File: config.mk
export PLATFORM = sky130hd
export DESIGN_NAME = ureg_n
export DESIGN_NICKNAME = d
export VERILOG_FILES = /design/src/rtl/ureg_n.sv
export SDC_FILE = /design/constraint.sdc
export NUM_CORES = 1
export LEC_CHECK = 0
export ABC_AREA = 1
export CORE_MARGIN = 4
export CORE_UTILIZATION = 42
export CTS_CLUSTER_SIZE = 20
export DETAILED_ROUTE_END_ITERATION = 7
export PLACE_DENSITY = 0.8
export SYNTH_ARGS = -nofsm -noshare
export SYNTH_HDL_FRONTEND = slang
export SYNTH_SLANG_ARGS = --single-unit
File: constraint.sdc
create_clock -name clk -period 2.4 [get_ports clk]
set_input_delay 0.72 -clock clk [delete_from_list [all_inputs] [get_ports clk]]
set_output_delay 0.72 -clock clk [all_outputs]
set_load 0.01 [all_outputs]
File: src/rtl/ureg_n.sv
// WIDTH-bit universal register: hold/load/shift/count/rotate chosen per cycle by mode.
// One cycle from edge to q; no backpressure, a new mode is accepted on every edge.
module ureg_n #(
   parameter int unsigned      WIDTH    = 8,
   parameter logic [WIDTH-1:0] RST_VAL  = '0,
   parameter bit               SATURATE = 1'b0
) (
   input  logic             clk,
   input  logic             rst,
   input  logic [2:0]       mode,
   input  logic [WIDTH-1:0] d,
   input  logic             sin_l,
   input  logic             sin_r,
   output logic [WIDTH-1:0] q,
   output logic             sout_l,
   output logic             sout_r,
   output logic             tc,
   output logic             ovf
);

   typedef enum logic [2:0] {
      MODE_HOLD = 3'b000,
      MODE_LOAD = 3'b001,
      MODE_SHL  = 3'b010,
      MODE_SHR  = 3'b011,
      MODE_UP   = 3'b100,
      MODE_DN   = 3'b101,
      MODE_ROL  = 3'b110,
      MODE_ROR  = 3'b111
   } mode_t;

   mode_t            mode_e;
   logic [WIDTH-1:0] q_nxt;
   logic             at_max;
   logic             at_min;
   logic             hold_lim;

   assign mode_e = mode_t'(mode);
   assign at_max = &q;
   assign at_min = ~|q;

   // tc doubles as the cascade carry, so it must not wait for the edge
   assign tc       = ((mode_e == MODE_UP) && at_max) || ((mode_e == MODE_DN) && at_min);
   assign hold_lim = tc && SATURATE;

   assign sout_l = q[WIDTH-1];
   assign sout_r = q[0];

   always_comb begin
      q_nxt = q;
      case (mode_e)
         MODE_HOLD: q_nxt = q;
         MODE_LOAD: q_nxt = d;
         MODE_SHL:  q_nxt = {q[WIDTH-2:0], sin_r};
         MODE_SHR:  q_nxt = {sin_l, q[WIDTH-1:1]};
         MODE_UP:   q_nxt = hold_lim ? q : q + WIDTH'(1);
         MODE_DN:   q_nxt = hold_lim ? q : q - WIDTH'(1);
         MODE_ROL:  q_nxt = {q[WIDTH-2:0], q[WIDTH-1]};
         MODE_ROR:  q_nxt = {q[0], q[WIDTH-1:1]};
      endcase
   end

   // ovf fires on every limit edge, including repeated edges while saturated
   always_ff @(posedge clk) begin
      if (rst) begin
         q   <= RST_VAL;
         ovf <= 1'b0;
      end else begin
         q   <= q_nxt;
         ovf <= tc;
      end
   end

endmodule

### Word-level counts from Yosys, hierarchy flattened

Cells that the tools add are included.

* add/subtract/negate cells: 2
* equality and inequality tests: 7
* muxes and demuxes: 1
* reduce and logical (&&, ||, !) cells: 7

Operators with widths (count)
* 8-bit case mux with 7 select lines: 1
* 3-bit == test (second input constant): 4
* 8-bit by 1-bit adder with 8-bit output (second input constant): 1
* 8-bit AND reduction: 1
* 8-bit OR reduction: 1
* 8-bit by 1-bit subtractor with 8-bit output (second input constant): 1
* 3-bit by 2-bit == test with 1-bit output (second input constant): 2
* 3-bit by 1-bit == test with 1-bit output (second input constant): 1
* 3-bit zero test: 1
* 1-bit logical AND: 2
* 1-bit zero test: 1
* 1-bit logical OR: 1

* register bits after elaboration: 9
* bits of input ports: 15
* output and inout port bits: 12
* word-level logic and storage cells: 19

### Depth between registers and ports, before layout

* depth after elaboration: 4
* gate-level depth with buffers: 13
* mapped depth without buffers: 12

### Worst setup path after synthesis

No wires, ideal clock.

* kind: input to register
* start point: input mode[2]
* end point: register q[4]
* library setup time: 0.070 ns
* arrival: 2.207 ns
* data required time: 2.330 ns
* path slack: 0.124 ns
* stages: 11
* buffers on the path: 1
* path through: buf_4 nand2_1 nor2_2 ha_1 or2_1 and2_1 nand2_1 nand2_1 o21ai_1 o21ai_0 a21oi_1

* word-level cells in the longest chain between the ends: 2
* elaborated cells on any way between the ends: 9

RTL lines
* from (decl): line 10 `input logic [2:0] mode,`
* 3-bit == test (tied with other cells): line 51 `case (mode_e)`
* 8-bit case mux with 7 select lines: line 51
* to (signal assigned): line 69 `q <= q_nxt;`
* to (decl): line 14 `output logic [WIDTH-1:0] q,`

Several ways; a longest one is shown, not always the timed one.
A chain may end at the register's enable or synchronous reset.

### Final worst setup path

* start point: input mode[1]
* end point: register ovf

* word-level cells in the longest chain between the ends: 3
* elaborated cells on any way between the ends: 5

RTL lines
* 3-bit == test: line 43 `assign tc = ((mode_e == MODE_UP) && at_max) || ((mode_e == MODE_DN) && at_min);`
* 1-bit logical AND: line 43
* 1-bit logical OR *: line 43
* to (signal assigned): line 70 `ovf <= tc;`
* to (decl): line 18 `output logic ovf`

Mark *: on every way between the ends. The rest lies on a longest branch, timed or not.

==> flow_metrics.tcl <==
set metrics [dict create \
    worstMarginPinSlew_ns 0.431 \
    multi_input_area_um2 676 \
    cts_made_buffers 3 \
    startpoint "mode[1]" \
    diodes 0 \
    syn_to_final_growth_pct 59.2 \
    max_freq_ghz 0.430 \
    r2r_slack_ns 0.12 \
    syn_inst 158 \
    vias 1344 \
    grt_overflow 0 \
    avgViaCountPerCell 5.46 \
    drt-initial-drc-count 45 \
    dp_cells 226 \
    p_switching_mw 0.206 \
    final_nets 242 \
    cts_hold_buffers 0 \
    syn_nets 180 \
    power_frac_comb 0.483 \
    cts-root-buf "clkbuf_4" \
    synth.avg_cell_area_um2 6.02 \
    cell_internal_pwr_mw 0.362 \
    clk_path_buf_depth 2 \
    critical-path-top-delay-family "buffers and inverters" \
    power.clock.fraction 0.207 \
    slew_headroom 0.712 \
    grt_max_degree 17 \
    criticalPathCategory "input pin to register" \
    worstPathCellList "dlygate4sd2_1 > nor2_2 > nand4_1 > buf_4 > buf_4 > buf_4 > buf_4 > buf_4 > buf_4 > buf_4 > buf_4 > buf_4 > a21oi_1" \
    holdWs_ns 0.616 \
    hpwl_um 2390 \
    final_hold_viol_count 0 \
    reg2reg_to "ovf" \
    routed_wl_um 3490 \
    grt_antenna_before_repair 0 \
    coreArea_mm2 0.00206 \
    powerDensity_mw_per_mm2 375 \
    power_frac_seq 0.310 \
    synth.area.top_cells "dfxtp_1 19%, nand2_1 16%, inv_1 8.7%" \
    die_w_um 55.6 \
    critPathRequiredTime_ns 2.59 \
    die_y_um 55.6 \
    fill_cells 173 \
    hold_class "register to register" \
    fin_skew_ns 0.00361 \
    grt_pass1_vias 1365 \
    crit_top_cell "buf_4" \
    fin_tns_setup_ns 0 \
    layout.core_utilization 0.734 \
    fin_area_mm2 0.00151 \
    synth_top_area_cell "dfxtp_1" \
    power_mw 0.568 \
    insertion_delay_ns 0.27 \
    switching_share 0.363 \
    die_area_mm2 0.00309 \
    peakVddDrop_v 0.000414 \
    grt_pass1_wl_um 5820 \
    layout-drive-gt1-share 0.247 \
    synth-warning-count 0 \
    cp_num_cells 13 \
    seq_area_um2 181 \
    synth_seq_area_share 0.189 \
    gp_congestion 0.957 \
    mappedNetlistArea_um2 951 \
    outcome "completed" \
    final_cells 246 \
    start_kind "input pin" \
    endpoint_kind "register" \
    reg2reg_depth 13 \
    cap_violations 0 \
    r2r_start "q[4]" \
    io_pins 27 \
    synth-seq-cells 9 \
    initial_core_util 0.461 \
    clk_pin_slew_ns 0.06 \
    setup_viol 0 \
    worst-path-max-fanout 3 \
    synthDistinctLibCells 26 \
    wl_per_cell_um 14.2 \
    crit_end "ovf" \
    row_count 16 \
    tritoncts "done" \
    drt-pass1-iter-count 4 \
    grtUsageTotal 0.233 \
    post-route-period-util 0.970 \
    post-route-min-period_ns 2.33 \
    path_buf_inv 10 \
    cellLeakagePower_nw 0.745 \
    numClockSinks 9 \
    post-place-ws_ns -0.483 \
    port_buffers 26 \
    drc 0 \
    synth_top_area_share 0.189 \
    rsz0062_at_grt "false" \
    final_max_slew_viol_count 0 \
    worst_slack_ns 0.0729 \
    cp_slowest_cell "dlygate4sd2_1" \
    dpl_cell_area_mm2 0.00136 \
    arrival_ns 2.52 \
    h-tree-depth 1 \
    final_antenna_net_count 0 \
    crit_path_max_incr_delay_ns 0.27 \
]
power by group through the flow:
stage                     clock network (mW)  logic, mW  registers, mW
after global routing                   0.129      0.303          0.177
after CTS                              0.122      0.264          0.175
after detailed placement                   0      0.258          0.178
after global placement                     0      0.252          0.178
final                                  0.118      0.274          0.176
after floorplan                            0      0.124          0.188
logic make-up after synthesis:
| group | synth area share |
|---|---|
| fa+ha+maj | 0.100 |
| buf+inv | 0.120 |
| simple gates | 0.380 |
| flops | 0.189 |
| compound gates | 0.211 |
tightest hold or removal path, cell delays in order, from the launching register on:
cell	delay, ns
dfxtp_1	0.36
o21ai_0	0.17
a21oi_1	0.04
metal layers:
metal / wire length (um) / up-vias / track usage
li1: - / 652 / -
met1: 1370 / 607 / 0.246
met2: 1700 / 62 / 0.412
met3: 236 / 23 / 0.0650
met4: 184 / 0 / 0.128
met5: 0 / - / 0
cell usage after synthesis, drive strengths merged:
cell     n
inv     23
o211ai   2
dfxtp    9
nor4     3
nand3   10
o21ai   15
a21oi   12
nand4    2
nor3     1
buf      4
nor2    12
o22ai    6
or2      4
ha       6
a31oi    2
and2     2
fa       1
nand2   42
nand3b   2
layout by cell type, fill, tap and decap left out, types with 2 or more instances in the layout:
cell,Yosys,final
nand2_2,2,2
nand4_1,2,2
and2_1,2,2
ha_1,6,6
o21ai_0,13,13
clkbuf_4,0,3
a21oi_1,12,11
nand3b_1,2,2
o21ai_1,2,2
clkdlybuf4s50_1,0,22
inv_1,22,22
buf_4,3,34
or2_2,3,3
nand3_1,9,9
nor2_2,1,2
nand2_1,40,40
nor2_1,11,10
clkbuf_2,0,2
a31oi_1,2,2
dfxtp_1,9,8
nor4_2,0,2
o211ai_1,2,2
o22ai_1,6,6
worst min-delay path by stage:
| stage | startpoint | end | slack [ns] | cells past startpoint |
|---|---|---|---|---|
| floorplan | q[7] | q[7] | 0.59 | 2 |
| global placement | q[3] | q[3] | 0.61 | 2 |
| detailed placement | q[6] | q[6] | 0.61 | 2 |
| CTS | q[6] | q[6] | 0.62 | 2 |
| global route | q[3] | q[3] | 0.67 | 2 |
| finish | q[6] | q[6] | 0.62 | 2 |
final cells by class:
type,instances,area share
Clock buffer,4,0.0174
Multi-Input combinational cell,122,0.446
Inverter,23,0.0570
Timing Repair Buffer,61,0.337
Tap cell,27,0.0223
Sequential cell,9,0.120
repair_timing:
action	4_1_cts	5_1_grt
endpoints found under the setup margin	5	5
setup buffers	16	0
pin swaps	3	3
gates resized for setup	8	9
flip-flops by register name, indices dropped and copies added, names as in the netlist:
signal	count
ovf	1
q	8
Note: power is estimated with default switching activity, not from simulation.
